`src/rtl/instr_fetch_unit_if.sv`:
```
// Instruction-memory request/response bundle between the fetch unit and
// instruction memory. The fetch unit drives the request side (master).
// The memory returns the word on the response side (slave).
interface instr_fetch_unit_if;
    logic        imem_req;
    logic [31:0] imem_addr;
    logic        imem_ready;
    logic [31:0] imem_rdata;

    modport master (
        output imem_req,
        output imem_addr,
        input  imem_ready,
        input  imem_rdata
    );

    modport slave (
        input  imem_req,
        input  imem_addr,
        output imem_ready,
        output imem_rdata
    );
endinterface

```
`src/rtl/instr_fetch_unit.sv`:
```
// instr_fetch_unit: holds the PC, fetches one instruction word at a time
// from instruction memory, and presents it to decode with a valid flag.
// The next PC is chosen from decode's jump/branch outcome, or from an
// external redirect.
//
// Optional build macro FETCH_PERF_CNT_EN adds two counters:
//   fetch_count - accepted fetches
//   stall_count - VALID cycles held by stall
//
// state    | meaning
// ---------+-----------------------------------------------------------
// FETCH    | request outstanding at pc, waiting for imem_ready
// VALID    | instr holds a live instruction for decode, no request out
module instr_fetch_unit #(
    parameter logic [31:0] RESET_PC = 32'h0000_0000
) (
    input  logic                clk,
    input  logic                reset,
    instr_fetch_unit_if.master  imem,
    output logic [31:0]         instr,
    output logic [5:0]          opcode,
    output logic                instr_valid,
    output logic [31:0]         pc,
    output logic [31:0]         pc_plus4,
    input  logic                stall,
    input  logic                branch,
    input  logic                zero,
    input  logic [31:0]         branch_offset,
    input  logic                jump,
    input  logic [25:0]         jump_target,
    input  logic                redirect,
    input  logic [31:0]         redirect_pc
`ifdef FETCH_PERF_CNT_EN
    ,
    output logic [31:0]         fetch_count,
    output logic [31:0]         stall_count
`endif
);

    localparam logic [0:0] ST_FETCH = 1'b0;
    localparam logic [0:0] ST_VALID = 1'b1;

    logic [0:0]  state;
    logic [31:0] branch_target;
    logic [31:0] jump_addr;
    logic [31:0] next_pc;
    logic        fetch_accept;
    logic        unused_bits;

    // Low address bits are forced to zero everywhere a PC is loaded.
    // The discarded bits are collected here only so they count as consumed.
    assign unused_bits = ^{redirect_pc[1:0], branch_offset[31:30], RESET_PC[1:0]};

    assign pc_plus4      = pc + 32'd4;
    assign branch_target = pc_plus4 + {branch_offset[29:0], 2'b00};
    assign jump_addr     = {pc_plus4[31:28], jump_target, 2'b00};

    // A memory response only counts in FETCH when no reset or redirect
    // is overriding the cycle.
    assign fetch_accept  = (state == ST_FETCH) && imem.imem_ready && !redirect;

    // next_pc priority: jump, then taken branch, then sequential
    always_comb begin
        next_pc = pc_plus4;
        if (jump) begin
            next_pc = jump_addr;
        end else if (branch && zero) begin
            next_pc = branch_target;
        end
    end

    // Request is combinationally suppressed while reset is asserted
    always_comb begin
        imem.imem_req  = (state == ST_FETCH) && !reset;
        imem.imem_addr = pc;
        instr_valid    = (state == ST_VALID);
        opcode         = instr[31:26];
    end

    // PC, captured instruction and FETCH/VALID sequencing
    always_ff @(posedge clk) begin
        if (reset) begin
            pc    <= {RESET_PC[31:2], 2'b00};
            instr <= 32'h0000_0000;
            state <= ST_FETCH;
        end else if (redirect) begin
            // Redirect drops any response arriving in the same cycle
            pc    <= {redirect_pc[31:2], 2'b00};
            state <= ST_FETCH;
        end else begin
            case (state)
                ST_FETCH: begin
                    if (imem.imem_ready) begin
                        instr <= imem.imem_rdata;
                        state <= ST_VALID;
                    end
                end
                ST_VALID: begin
                    if (!stall) begin
                        pc    <= {next_pc[31:2], 2'b00};
                        state <= ST_FETCH;
                    end
                end
                default: begin
                    state <= ST_FETCH;
                end
            endcase
        end
    end

`ifdef FETCH_PERF_CNT_EN
    // Performance counters; both wrap naturally at 2^32
    always_ff @(posedge clk) begin
        if (reset) begin
            fetch_count <= 32'h0000_0000;
            stall_count <= 32'h0000_0000;
        end else begin
            if (fetch_accept) begin
                fetch_count <= fetch_count + 32'd1;
            end
            if ((state == ST_VALID) && stall && !redirect) begin
                stall_count <= stall_count + 32'd1;
            end
        end
    end
`else
    logic unused_accept;
    assign unused_accept = fetch_accept;
`endif

endmodule

```
`src/flat_wrapper.sv`:
```
// flat-port wrapper written by rule: the top's interface ports become plain ports
module instr_fetch_unit_flat 
#(
    parameter logic [31:0] RESET_PC = 32'h0000_0000
)
  (clk, reset, instr, opcode, instr_valid, pc, pc_plus4, stall, branch, zero, branch_offset, jump, jump_target, redirect, redirect_pc, imem_imem_req, imem_imem_addr, imem_imem_ready, imem_imem_rdata);
  instr_fetch_unit_if imem_i ();
  input  logic clk;
  input  logic reset;
  output logic [31:0] instr;
  output logic [5:0] opcode;
  output logic instr_valid;
  output logic [31:0] pc;
  output logic [31:0] pc_plus4;
  input  logic stall;
  input  logic branch;
  input  logic zero;
  input  logic [31:0] branch_offset;
  input  logic jump;
  input  logic [25:0] jump_target;
  input  logic redirect;
  input  logic [31:0] redirect_pc;
  output wire logic [$bits(imem_i.imem_req)-1:0] imem_imem_req;
  output wire logic [$bits(imem_i.imem_addr)-1:0] imem_imem_addr;
  input wire logic [$bits(imem_i.imem_ready)-1:0] imem_imem_ready;
  input wire logic [$bits(imem_i.imem_rdata)-1:0] imem_imem_rdata;
  assign imem_imem_req = imem_i.imem_req;
  assign imem_imem_addr = imem_i.imem_addr;
  assign imem_i.imem_ready = imem_imem_ready;
  assign imem_i.imem_rdata = imem_imem_rdata;
  instr_fetch_unit #(.RESET_PC(RESET_PC)) u_core (.clk(clk), .reset(reset), .imem(imem_i), .instr(instr), .opcode(opcode), .instr_valid(instr_valid), .pc(pc), .pc_plus4(pc_plus4), .stall(stall), .branch(branch), .zero(zero), .branch_offset(branch_offset), .jump(jump), .jump_target(jump_target), .redirect(redirect), .redirect_pc(redirect_pc));
endmodule
```
`config.mk`:
```
export PLATFORM = sky130hd
export DESIGN_NAME = instr_fetch_unit_flat
export DESIGN_NICKNAME = d
export VERILOG_FILES = /design/src/rtl/instr_fetch_unit_if.sv /design/src/rtl/instr_fetch_unit.sv /design/src/flat_wrapper.sv
export SDC_FILE = /design/constraint.sdc
export NUM_CORES = 1
export LEC_CHECK = 0
export ABC_AREA = 0
export CORE_MARGIN = 1
export CORE_UTILIZATION = 38
export DETAILED_ROUTE_END_ITERATION = 16
export GPL_TIMING_DRIVEN = 0
export PLACE_DENSITY = 0.78
export SYNTH_ARGS = -nofsm -noshare
export SYNTH_HDL_FRONTEND = slang
export SYNTH_SLANG_ARGS = --single-unit
```
`constraint.sdc`:
```
create_clock -name clk -period 3.3 [get_ports clk]
set_clock_uncertainty 0.15 [all_clocks]
set_input_delay 0.66 -clock clk [delete_from_list [all_inputs] [get_ports clk]]
set_output_delay 0.66 -clock clk [all_outputs]
set_load 0.02 [all_outputs]
```
### After elaboration in Yosys (flattened, before gate mapping)

Cells that the tools add are included.

* equal/unequal tests: 1
* reduce and logical (&&, ||, !) cells: 7
* bitwise operators: 2
* add/subtract/negate cells: 2
* multiplexer cells: 8

Operators with widths (number)
* 2-to-1 mux 32 bit: 5
* adder 32 x 3 -> 32 bit, second input constant: 1
* adder 32 bit: 1
* AND reduction 3 bit: 1
* logical AND 1 bit: 2
* 2-to-1 mux 1 bit: 2
* != test 2 x 1 -> 1 bit, second input constant: 1
* inverter 1 bit: 2
* one-hot mux 1 bit (2 select lines): 1
* AND reduction 2 bit: 1
* nonzero test 2 bit: 1
* OR reduction 2 bit: 1
* logical NOT 1 bit: 1

* flip-flop bits (word level): 63
* input port bits: 130

### Logic depth before layout (Yosys ltp)

Gate-level depths: netlist of run 1.

* depth after elaboration: 7
* depth in mapped cells: 15
* depth with buffers taken out: 15

### Worst setup path before layout of run 1

OpenSTA, ideal clock, no wires.

* path kind: register to register
* start: register u_core.pc[2] (netlist: u_core.imem.imem_addr[2])
* end: register u_core.pc[19] (netlist: u_core.imem.imem_addr[19])
* cell stages (with the launch flop): 15
* required time: 3016 ps
* path slack: -535 ps
* data arrival time: 3551 ps
* setup time: 134 ps
* buffers on the path: 0
* cells stage by stage: dfxtp_1 ha_1 nand3_2 nor2_4 nand2_1 xnor2_1 ha_1 a21oi_1 o21ai_1 a21oi_2 a21boi_1 or3_1 a311o_1 a221oi_2 nor3_1

* cells in the longest elaborated chain, start to end: 7

Ends and longest elaborated chain
* from (decl): RTL line instr_fetch_unit.sv:23 `output logic [31:0] pc,`
* from (signal assigned): RTL line instr_fetch_unit.sv:83 `pc <= {RESET_PC[31:2], 2'b00};`
* from (signal assigned): RTL line instr_fetch_unit.sv:88 `pc <= {redirect_pc[31:2], 2'b00};`
* from (signal assigned): RTL line instr_fetch_unit.sv:100 `pc <= {next_pc[31:2], 2'b00};`
* adder 32 x 3 -> 32 bit: RTL line instr_fetch_unit.sv:54 `assign pc_plus4 = pc + 32'd4;`
* net pc_plus4[10]: RTL line flat_wrapper.sv:14 `output logic [31:0] pc_plus4;`
* adder 32 bit: RTL line instr_fetch_unit.sv:55 `assign branch_target = pc_plus4 + {branch_offset[29:0], 2'b00};`
* 2-to-1 mux 32 bit: RTL line instr_fetch_unit.sv:67 `end else if (branch && zero) begin`
* 2-to-1 mux 32 bit: RTL line instr_fetch_unit.sv:65 `if (jump) begin`
* 2-to-1 mux 32 bit: RTL line instr_fetch_unit.sv:99 `if (!stall) begin`
* 2-to-1 mux 32 bit: RTL line instr_fetch_unit.sv:91 `case (state)`
* 2-to-1 mux 32 bit: RTL line instr_fetch_unit.sv:86 `end else if (redirect) begin`

The timed path passes the listed nets, and every way through them passes these cells. The select of a mux whose other input is x is not followed.
A chain may end at the register's enable or synchronous reset.

### Worst setup path after layout of run 1

* start: register u_core.pc[2] (netlist: u_core.imem.imem_addr[2])
* end: register u_core.pc[19] (netlist: u_core.imem.imem_addr[19])

* cells in the longest elaborated chain, start to end: 7

Ends and longest elaborated chain (RTL line)
* adder 32 x 3 -> 32 bit *: instr_fetch_unit.sv:54
* adder 32 bit: instr_fetch_unit.sv:55
* 2-to-1 mux 32 bit *: instr_fetch_unit.sv:67
* 2-to-1 mux 32 bit *: instr_fetch_unit.sv:65
* 2-to-1 mux 32 bit *: instr_fetch_unit.sv:99
* 2-to-1 mux 32 bit *: instr_fetch_unit.sv:91
* 2-to-1 mux 32 bit *: instr_fetch_unit.sv:86

Mark *: on every way between the ends. The rest lies on a longest branch, timed or not. The select of a mux whose other input is x is not followed.

==> qor.yml, run 1 <==
cp_data_arrival_time_ps: 3430
fillCellCount: 1198
asyncSetResetFlopFracSynth: 0
final_core_util: 0.684
number_of_warnings_reported_in_the_yosys_synthesis_log: 0
starting_density_of_the_core: 0.390
critical_path.max_fanout: 5
post_drt_via_cell_ratio: 5.73
global_route.overflow_total: 0
grt_antenna_before_repair: 0
synth_adder_area_share: 0.0830
element_type_at_the_critical_path_end: "flop"
first_global_vias: 6762
port_buffers: 253
hpwl_mm: 18.2
post-synth-top-area-fraction: 0.223
p_per_cell_area_nw_per_um2: 326
syn_avg_cell_area_um2: 7.43
place_congestion: 0.979
post-route-worst-setup-slack_ps: -115
hold_path_class: "reg2reg"
pin_count: 266
die_x_um: 124
violated_checks: "setup timing"
synth-edff-count: 0
cts_root_buffer: "clkbuf_16"
synth_top_family_by_area: "compound AO/OA/AOI/OAI gates"
placement_rows: 44
cts_sinks: 63
synth_seq_cells: 63
post_synthesis_cell_area_um2: 5670
hold_ws_ps: 301
final_cell_count_no_fill: 1263
finalNetCount: 1241
worstSkewPairLatency_ps: 330
diodes_inserted: 0
yosys.area.top_type: "dfxtp_1"
synth_compound_area_frac: 0.273
layout_worst_path_cycle_share: 1.03
synthesis.instances: 763
clkTransAtPathRegs_ps: 60
fin_area_um2: 9940
die_area_um2: 15400
cts-buffers-inserted: 9
synth.mux.area_fraction: 0.0144
yosys.area_share.simple: 0.232
post_synth_xor_xnor_area: 0.0746
drcViolationCount: 0
final.setup.tns_ps: -337
ys_top_cells_by_area: "dfxtp_1 (22%), nand2_1 (8.9%), a21oi_1 (8.4%), ha_1 (7.9%), buf_4 (5.7%)"
tritoncts: "yes"
total_power_mw: 3.24
multi_input_area_um2: 4590
drv_slew: 0
pre_cts_ws_ps: -406
cp_cell_sequence: "ha_4 > nand3_4 > buf_4 > nor2_2 > xor2_2 > ha_2 > a21oi_2 > o21ai_2 > a21oi_2 > a21boi_1 > or3_1 > a311o_1 > a221oi_2 > nor3_1"
wire_per_inst_um: 20.1
antenna_left: 0
clockBufferDepth: 2
dp_cells: 1205
tightestPinTransition_ps: 959
firstDrtPassIters: 5
route.final.wire_length_mm: 25.4
drt-initial-drc-count: 625
sequential_fraction_of_the_synthesis_area: 0.223
vdd_ir_drop_max_mv: 0.327
crit_path_top_delay_cell: "dfxtp_4"
dominantRegCellSynth: "dfxtp_1"
finalWorstPathRequiredPeriod_ps: 3420
achievable-frequency_ghz: 0.293
die_y_um: 124
worst_ep_required_time_ps: 3320
grt_pass1_wl_mm: 36.1
cpPeakStageDelay_ps: 370
post_cts_hold_buffer_count: 0
area.sequential_um2: 1320
drive_gt1_frac: 0.232
timing_hold_violations_final: 0
ys_types: 84
rsz0062_at_grt: "true"
setup.worst_path.start_class: "flop"
largest_net_degree_at_the_start_of_global_routing: 12
placedInstanceArea_um2: 8750
detailroute.via_count: 7239
criticalPathCategory: "reg2reg"
grt_util_all_layers: 0.313
htree_depth: 3
total_leakage_power_nw: 4.01
status: "finished, violations left"
critical_path.most_common_cell: "a21oi_2"
floorplan.core_area_um2: 14500
timing.max_cap.violations: 0
syn_to_layout_area_delta_pct: 75.4
relSlewSlack: 0.356
setup_viol: 6
[registers in the layout (all words and copies together) (netlist names)]
signal,cells
u_core.imem.imem_addr,30
u_core.instr_valid,1
u_core.instr,32
[worst max-delay path, delay by kind of cell (launching register included)]
| family | cells | cell delay (ps) |
|---|---|---|
| compound gates | 6 | 1230 |
| simple gates | 4 | 620 |
| fa+ha+maj | 2 | 490 |
| flops | 1 | 370 |
| xor+xnor | 1 | 210 |
| buf+inv | 1 | 190 |
[worst paths after layout]
path,startpoint,endpoint,slack (ps),cells past startpoint
worst max register to register,u_core.imem.imem_addr[2],u_core.imem.imem_addr[19],-120,14
worst max-delay path,u_core.imem.imem_addr[2],u_core.imem.imem_addr[19],-120,14
worst min-delay path,u_core.instr[5],u_core.instr[5],300,2
worst min register to register,u_core.instr[5],u_core.instr[5],300,2
[area by class of cell]
| type | instances | share of cell area |
|---|---|---|
| Clock inverter | 3 | 0.00441 |
| Sequential cell | 63 | 0.133 |
| Inverter | 22 | 0.00831 |
| Tap cell | 184 | 0.0232 |
| Multi-Input combinational cell | 599 | 0.462 |
| Timing Repair Buffer | 298 | 0.291 |
| Clock buffer | 13 | 0.0295 |
| Buffer | 81 | 0.0487 |
[Yosys cell counts, types with 6 or more instances]
library cell  number
a21o_1            18
nand3_1           23
o21ai_0           23
nor3_1            17
clkbuf_1          33
o211ai_1          15
o22ai_1            6
mux2i_1            7
a211oi_1           7
a221oi_1           6
xnor2_1           31
nor2_1            40
nand4_1            9
buf_4             43
xor2_1            11
inv_1             22
dfxtp_1           63
nand2_1          135
o21bai_1           6
a21oi_1           95
ha_1              36
and3_1             9
[cell families (layout without fill, tap and decap cells)]
family | after synthesis | in the layout
simple gates | 273 | 273
xor+xnor | 45 | 45
compound gates | 230 | 230
buf+inv | 106 | 417
fa+ha+maj | 37 | 37
mux | 8 | 8
other cells | 1 | 6
flops | 63 | 63
[where the power goes]
group / total [mW] / internal, mW / switching [mW] / leakage (nW)
combinational: 1.30 / 0.638 / 0.666 / 3.32
sequential: 0.868 / 0.803 / 0.0644 / 0.528
clock: 1.07 / 0.698 / 0.372 / 0.163
[layer usage]
metal	up-vias	track usage	part of all wire
met5	-	0	0
met4	0	0.130	0.037
met3	90	0.0806	0.11
met2	503	0.528	0.48
met1	3347	0.375	0.38
li1	3299	-	-
[layout by cell type, fill, tap and decap left out, drive strengths merged, types with 8 or more instances in the layout]
| master | count |
|---|---|
| nor3 | 17 |
| o21ai | 28 |
| xnor2 | 32 |
| nand4 | 12 |
| nand2 | 136 |
| clkbuf | 46 |
| buf | 95 |
| a21o | 18 |
| xor2 | 12 |
| a211oi | 8 |
| a221oi | 10 |
| a21oi | 99 |
| inv | 23 |
| and3 | 11 |
| ha | 36 |
| o211ai | 16 |
| nor2 | 43 |
| nand3 | 25 |
| dfxtp | 63 |
| clkdlybuf4s50 | 242 |
[repair_timing]
item	in CTS	in global routing
gates resized for setup	69	54
buffers inserted	30	15
setup endpoints to repair	34	27
pin swaps	34	41
endpoints found under the hold margin	0	0
Note: power is estimated with default switching activity, not from simulation.
==> inputs of run 2 (changes only) <==
--- a/config.mk
+++ b/config.mk
@@ -7,10 +7,9 @@
 export LEC_CHECK = 0
 export ABC_AREA = 0
 export CORE_MARGIN = 1
-export CORE_UTILIZATION = 38
+export CORE_UTILIZATION = 30
 export DETAILED_ROUTE_END_ITERATION = 16
 export GPL_TIMING_DRIVEN = 0
-export PLACE_DENSITY = 0.78
 export SYNTH_ARGS = -nofsm -noshare
 export SYNTH_HDL_FRONTEND = slang
 export SYNTH_SLANG_ARGS = --single-unit
==> run 2 against run 1 <==
The run still ends with setup timing left. Flip-flop and latch count stayed put. Die area is 26% higher. Wire length is 8.2% higher. First-iteration DRC count is 9.9% lower. Clock-buffer cell count is 3 lower. Largest power group unchanged.
==> qor.yml, run 2 (synthesized netlist as in run 1, its figures left out) <==
status: "finished, violations left"
violated_checks: "setup timing"
detailroute.via_count: 7158  # -1.1%
fillCellCount: 1672  # +40%
hpwl_mm: 19.8  # +9.3%
most_common_cell_after_layout_fill_and_taps_aside: "clkdlybuf4s50_1"
starting_density_of_the_core: 0.311  # -0.0787
first_global_vias: 6826  # +0.95%
antenna_left: 0  # unchanged
critical_path.max_fanout: 8  # +3
hold_path_class: "reg2reg"
firstDrtPassIters: 5  # unchanged
port_buffers: 253  # unchanged
worstSkewPairLatency_ps: 350  # +20 ps
clkTransAtPathRegs_ps: 60  # about the same
finalWorstPathRequiredPeriod_ps: 3430  # +10.5 ps
timing.max_cap.violations: 0  # unchanged
post_cts_hold_buffer_count: 0  # unchanged
layout_common_cells: "clkdlybuf4s50_1 (240), nand2_1 (126), buf_4 (112)"
floorplan.core_area_um2: 18200  # +25%
post-route-worst-setup-slack_ps: -126  # -10.5 ps
p_per_cell_area_nw_per_um2: 316  # -3.1%
drv_slew: 0  # unchanged
place_congestion: 0.951  # -2.9%
total_power_mw: 3.32  # +2.4%
worst_ep_required_time_ps: 3400  # +80 ps
drt-initial-drc-count: 563  # -9.9%
die_x_um: 139  # +12%
post_drt_via_cell_ratio: 5.34  # -6.8%
pin_count: 266  # unchanged
registers.top_by_ff_count: "u_core.instr"
crit_path_top_delay_cell: "dfxtp_4"
final.setup.tns_ps: -667  # -330 ps
timing_hold_violations_final: 0  # unchanged
tritoncts: "yes"
cts_root_buffer: "clkbuf_16"
element_type_at_the_critical_path_end: "flop"
cp_cell_sequence: "and4_4 > and3_4 > nand4_1 > xnor2_4 > ha_4 > nand2_2 > o211ai_1 > buf_4 > a41oi_4 > a211oi_2 > nor2_1 > mux2i_1 > o2111ai_1 > a221oi_2"
achievable-frequency_ghz: 0.292  # -0.31%
wire_per_inst_um: 20.5  # +2.0%
die_area_um2: 19400  # +26%
final_core_util: 0.577  # -0.107
tightestPinTransition_ps: 1130  # +175 ps
grt_pass1_wl_mm: 39.7  # +10%
finalNetCount: 1273  # +2.6%
diodes_inserted: 0  # unchanged
cts-buffers-inserted: 9  # unchanged
vdd_ir_drop_max_mv: 0.277  # -15%
grt_util_all_layers: 0.271  # -0.0425
relSlewSlack: 0.238  # -0.118
cp_data_arrival_time_ps: 3530  # +100 ps
criticalPathCategory: "reg2reg"
rsz0062_at_grt: "true"
layout_worst_path_cycle_share: 1.04  # +0.00319
largest_reg_flops: 32  # unchanged
global_route.overflow_total: 0  # unchanged
drive_gt1_frac: 0.280  # +0.0482
placement_rows: 49  # +11%
grt_antenna_before_repair: 2  # +2
syn_to_layout_area_delta_pct: 85.3
largest_net_degree_at_the_start_of_global_routing: 14  # +2
setup_viol: 8  # +2
clockBufferDepth: 2  # unchanged
htree_depth: 3  # unchanged
setup.worst_path.start_class: "flop"
die_y_um: 139  # +12%
route.final.wire_length_mm: 27.5  # +8.2%
cts_sinks: 63  # unchanged
total_leakage_power_nw: 4.25  # +6.0%
cpPeakStageDelay_ps: 340  # -30 ps
drcViolationCount: 0  # unchanged
run 2: changes by cell type in the layout (fill, tap and decap cells not counted), sizes merged:
cell,delta
clkinvlp,-1
dlymetal6s2s,+1
clkinv,+3
clkdlybuf4s50,-2
buf,+31
inv,+1
clkbuf,-1
run 2: layer usage:
| layer | GRT usage | wire length, um | vias to the layer above |
|---|---|---|---|
| met2 | 0.456 | 13000 | 372 |
| met5 | 0 | 0 | - |
| met3 | 0.0816 | 2650 | 48 |
| met1 | 0.332 | 11200 | 3377 |
| met4 | 0.0749 | 636 | 0 |
| li1 | - | - | 3361 |
run 2: repair_timing:
action	CTS	global route
buffers inserted	37	41
cloned	0	0
gates resized for setup	86	96
endpoints found under the setup margin	35	29
pin swaps	30	52
run 2: stage by stage:
stage | setup WS, ps | cell area (um^2) | hold WS (ps) | instances
after floorplan | 1.42 | 5980 | 384 | 768
after global placement | -548 | 8800 | 290 | 1250
after detailed placement | -559 | 8800 | 296 | 1250
after CTS | -123 | 9770 | 303 | 1300
after global routing | -264 | 10500 | 312 | 1340
final | -126 | 10500 | 302 | 1340
run 2: final timing paths:
| kind | slack [ps] | cells after the start | from | end |
|---|---|---|---|---|
| min | 300 | 2 | u_core.instr[1] | u_core.instr[1] |
| min reg2reg | 300 | 2 | u_core.instr[1] | u_core.instr[1] |
| max reg2reg | -130 | 14 | u_core.imem.imem_addr[12] | u_core.imem.imem_addr[23] |
| max | -130 | 14 | u_core.imem.imem_addr[12] | u_core.imem.imem_addr[23] |
run 2: final cells by class:
| class | instances | area, um^2 | area share |
|---|---|---|---|
| timing repair buffer | 331 | 3140 | 0.299 |
| buffer | 80 | 465 | 0.0443 |
| clock buffer | 10 | 250 | 0.0238 |
| tap | 229 | 287 | 0.0273 |
| clock inverter | 6 | 73.8 | 0.00703 |
| inverter | 22 | 82.6 | 0.00786 |
| multi-input combinational | 599 | 4880 | 0.465 |
| sequential | 63 | 1330 | 0.126 |
run 2: worst max-delay path: cells and delay by family, from the launching register on:
| kind | cells | cell delay, ps |
|---|---|---|
| buf+inv | 1 | 180 |
| compound gates | 5 | 850 |
| simple gates | 5 | 1010 |
| flops | 1 | 340 |
| fa+ha+maj | 1 | 260 |
| mux | 1 | 210 |
| xor+xnor | 1 | 320 |
run 2: power breakdown:
| group | switching, mW | internal (mW) |
|---|---|---|
| Sequential | 0.0654 | 0.802 |
| Clock | 0.409 | 0.640 |
| Combinational | 0.702 | 0.700 |
==> inputs of run 3 (changes only) <==
--- a/config.mk
+++ b/config.mk
@@ -10,6 +10,8 @@
 export CORE_UTILIZATION = 30
 export DETAILED_ROUTE_END_ITERATION = 16
 export GPL_TIMING_DRIVEN = 0
+export HOLD_SLACK_MARGIN = 0.1
+export REMOVE_ABC_BUFFERS = 1
 export SYNTH_ARGS = -nofsm -noshare
 export SYNTH_HDL_FRONTEND = slang
 export SYNTH_SLANG_ARGS = --single-unit
==> run 3 against run 2 <==
The flow still finishes with violations (setup timing). Sequential share of layout area increased by 1.0 points. Cell area decreased by 8.9%. Fmax increased by 0.67%. Die area unchanged. Critical path type unchanged. Critical endpoint is now u_core.imem.imem_addr[31]. Largest cell class unchanged.
==> qor.yml, run 3 (synthesized netlist as in run 1, its figures left out) <==
cpPeakStageDelay_ps: 340  # about the same
starting_density_of_the_core: 0.311  # unchanged
die_x_um: 139  # unchanged
global_route.overflow_total: 0  # unchanged
post_drt_via_cell_ratio: 5.32  # -0.36%
crit_family: "compound AO/OA/AOI/OAI gates"
placement_rows: 49  # unchanged
grt_antenna_before_repair: 0  # -2
htree_depth: 3  # unchanged
grt_util_all_layers: 0.239  # -0.0319
share_comb_of_total_power: 0.408  # -0.015
port_buffers: 255  # +0.79%
pin_count: 266  # unchanged
finalNetCount: 1174  # -7.8%
element_type_at_the_critical_path_end: "flop"
finalWorstPathRequiredPeriod_ps: 3400  # -22.9 ps
fin_area_um2: 9560  # -8.9%
clkTransAtPathRegs_ps: 60  # about the same
critical_path.max_fanout: 8  # unchanged
hold_path_class: "reg2reg"
largest_net_degree_at_the_start_of_global_routing: 34  # +20
relSlewSlack: 0.0994  # -0.139
grt_pass1_wl_mm: 36.1  # -9.0%
clockBufferDepth: 2  # unchanged
crit_path_top_delay_cell: "dfxtp_4"
die_y_um: 139  # unchanged
place_congestion: 0.895  # -5.8%
pwr-share-clk: 0.309  # -0.007
detail_route.wirelength.met1_mm: 10.2  # -8.5%
tritoncts: "yes"
first_global_vias: 6463  # -5.3%
cp_data_arrival_time_ps: 3540  # about the same
cp_cell_sequence: "and4_4 > and3_4 > nand4_1 > xnor2_4 > ha_4 > nand2_2 > o211ai_1 > buf_4 > a41oi_4 > a21oi_2 > a21oi_2 > o21ai_2 > buf_4 > a21o_1 > nand3_1"
most_common_cell_after_layout_fill_and_taps_aside: "clkdlybuf4s50_1"
p_int_mw: 1.95  # -8.9%
setup_viol: 8  # unchanged
largest_reg_flops: 32  # unchanged
power.net_switching_mw: 1.11  # -6.0%
final_cell_count_no_fill: 1241  # -7.4%
topRoutingLayerUsed: "met4"
timing.max_cap.violations: 0  # unchanged
tightestPinTransition_ps: 1350  # +213 ps
swShare: 0.362  # +0.00729
dp_cells: 1172  # -6.2%
worst_ep_required_time_ps: 3430  # +30 ps
drv_slew: 0  # unchanged
rsz0062_at_grt: "true"
post_cts_hold_buffer_count: 0  # unchanged
share_seq_of_total_power: 0.283  # +0.022
cts-buffers-inserted: 9  # unchanged
p_per_cell_area_nw_per_um2: 320  # +1.2%
die_area_um2: 19400  # unchanged
layout_worst_path_cycle_share: 1.03  # -0.00693
wire_per_inst_um: 19.2  # -6.4%
timing_hold_violations_final: 0  # unchanged
detailroute.via_count: 6605  # -7.7%
route.final.wire_length_mm: 23.8  # -13%
firstDrtPassIters: 7  # +2
antenna_left: 0  # unchanged
drcViolationCount: 0  # unchanged
achievable-frequency_ghz: 0.294  # +0.67%
drive_gt1_frac: 0.211  # -0.0685
crit_buf_inv: 2  # +1
pre_cts_ws_ps: -817  # -258 ps
fillCellCount: 1764  # +5.5%
drt-initial-drc-count: 344  # -39%
criticalPathCategory: "reg2reg"
worstSkewPairLatency_ps: 340  # about the same
placedInstanceArea_um2: 8120  # -7.7%
met3_wire_length_mm: 1.82  # -31%
cts_root_buffer: "clkbuf_16"
violated_checks: "setup timing"
cts_sinks: 63  # unchanged
syn_to_layout_area_delta_pct: 68.8
vdd_ir_drop_max_mv: 0.232  # -16%
registers.top_by_ff_count: "u_core.instr"
total_leakage_power_nw: 3.80  # -10%
floorplan.core_area_um2: 18200  # unchanged
hpwl_mm: 16.7  # -16%
status: "finished, violations left"
layout_common_cells: "clkdlybuf4s50_1 (237), nand2_1 (130), a21oi_1 (87)"
total_power_mw: 3.06  # -7.8%
post-route-worst-setup-slack_ps: -103  # +22.9 ps
met2_length_mm: 11.2  # -14%
setup.worst_path.start_class: "flop"
diodes_inserted: 0  # unchanged
[run 3: through the flow]
stage / hold slack [ps] / TNS, ps / util
after CTS: 304 / -304 / 0.501
final: 302 / -530 / 0.525
after global placement: 291 / -69820 / 0.442
after floorplan: 378 / -9540 / -
after detailed placement: 298 / -17310 / 0.446
after global routing: 319 / -2440 / 0.525
[run 3: final timing paths]
path / start / endpoint / slack, ps / cells after the start
min reg2reg: u_core.instr[7] / u_core.instr[7] / 300 / 2
max reg2reg: u_core.imem.imem_addr[12] / u_core.imem.imem_addr[31] / -100 / 15
min: u_core.instr[7] / u_core.instr[7] / 300 / 2
max: u_core.imem.imem_addr[12] / u_core.imem.imem_addr[31] / -100 / 15
[run 3: repair_timing]
action	CTS	global route
setup buffers	32	20
pin swaps	28	41
endpoints found under the setup margin	49	24
gates cloned	1	0
resized for setup	114	59
[run 3: cell type report]
cell class,count,area (um^2),area share
Clock buffer,10,239,0.0250
Timing Repair Buffer,311,3040,0.318
Multi-Input combinational cell,599,4550,0.475
Clock inverter,6,46.3,0.00484
Sequential cell,63,1310,0.137
Timing Repair inverter,1,7.51,0.000785
Inverter,22,86.3,0.00903
Tap cell,229,287,0.0300
[run 3: layer usage]
| metal | global-route usage | vias to the layer above |
|---|---|---|
| met5 | 0 | - |
| met4 | 0.0889 | 0 |
| met3 | 0.0582 | 38 |
| met2 | 0.410 | 278 |
| met1 | 0.287 | 3123 |
| li1 | - | 3166 |
[run 3: power by group through the flow]
stage / logic [mW] / registers, mW / clock network [mW]
3_3_place_gp: 1.05 / 0.882 / 0
2_1_floorplan: 0.468 / 0.955 / 0
5_1_grt: 1.33 / 0.875 / 0.998
4_1_cts: 1.14 / 0.867 / 0.967
6_report: 1.25 / 0.866 / 0.946
3_5_place_dp: 1.05 / 0.882 / 0
[run 3: worst min-delay path, cell delays in order (launching register included)]
cell	delay [ps]
dfxtp_1	310
nand2_1	50
a21oi_1	50
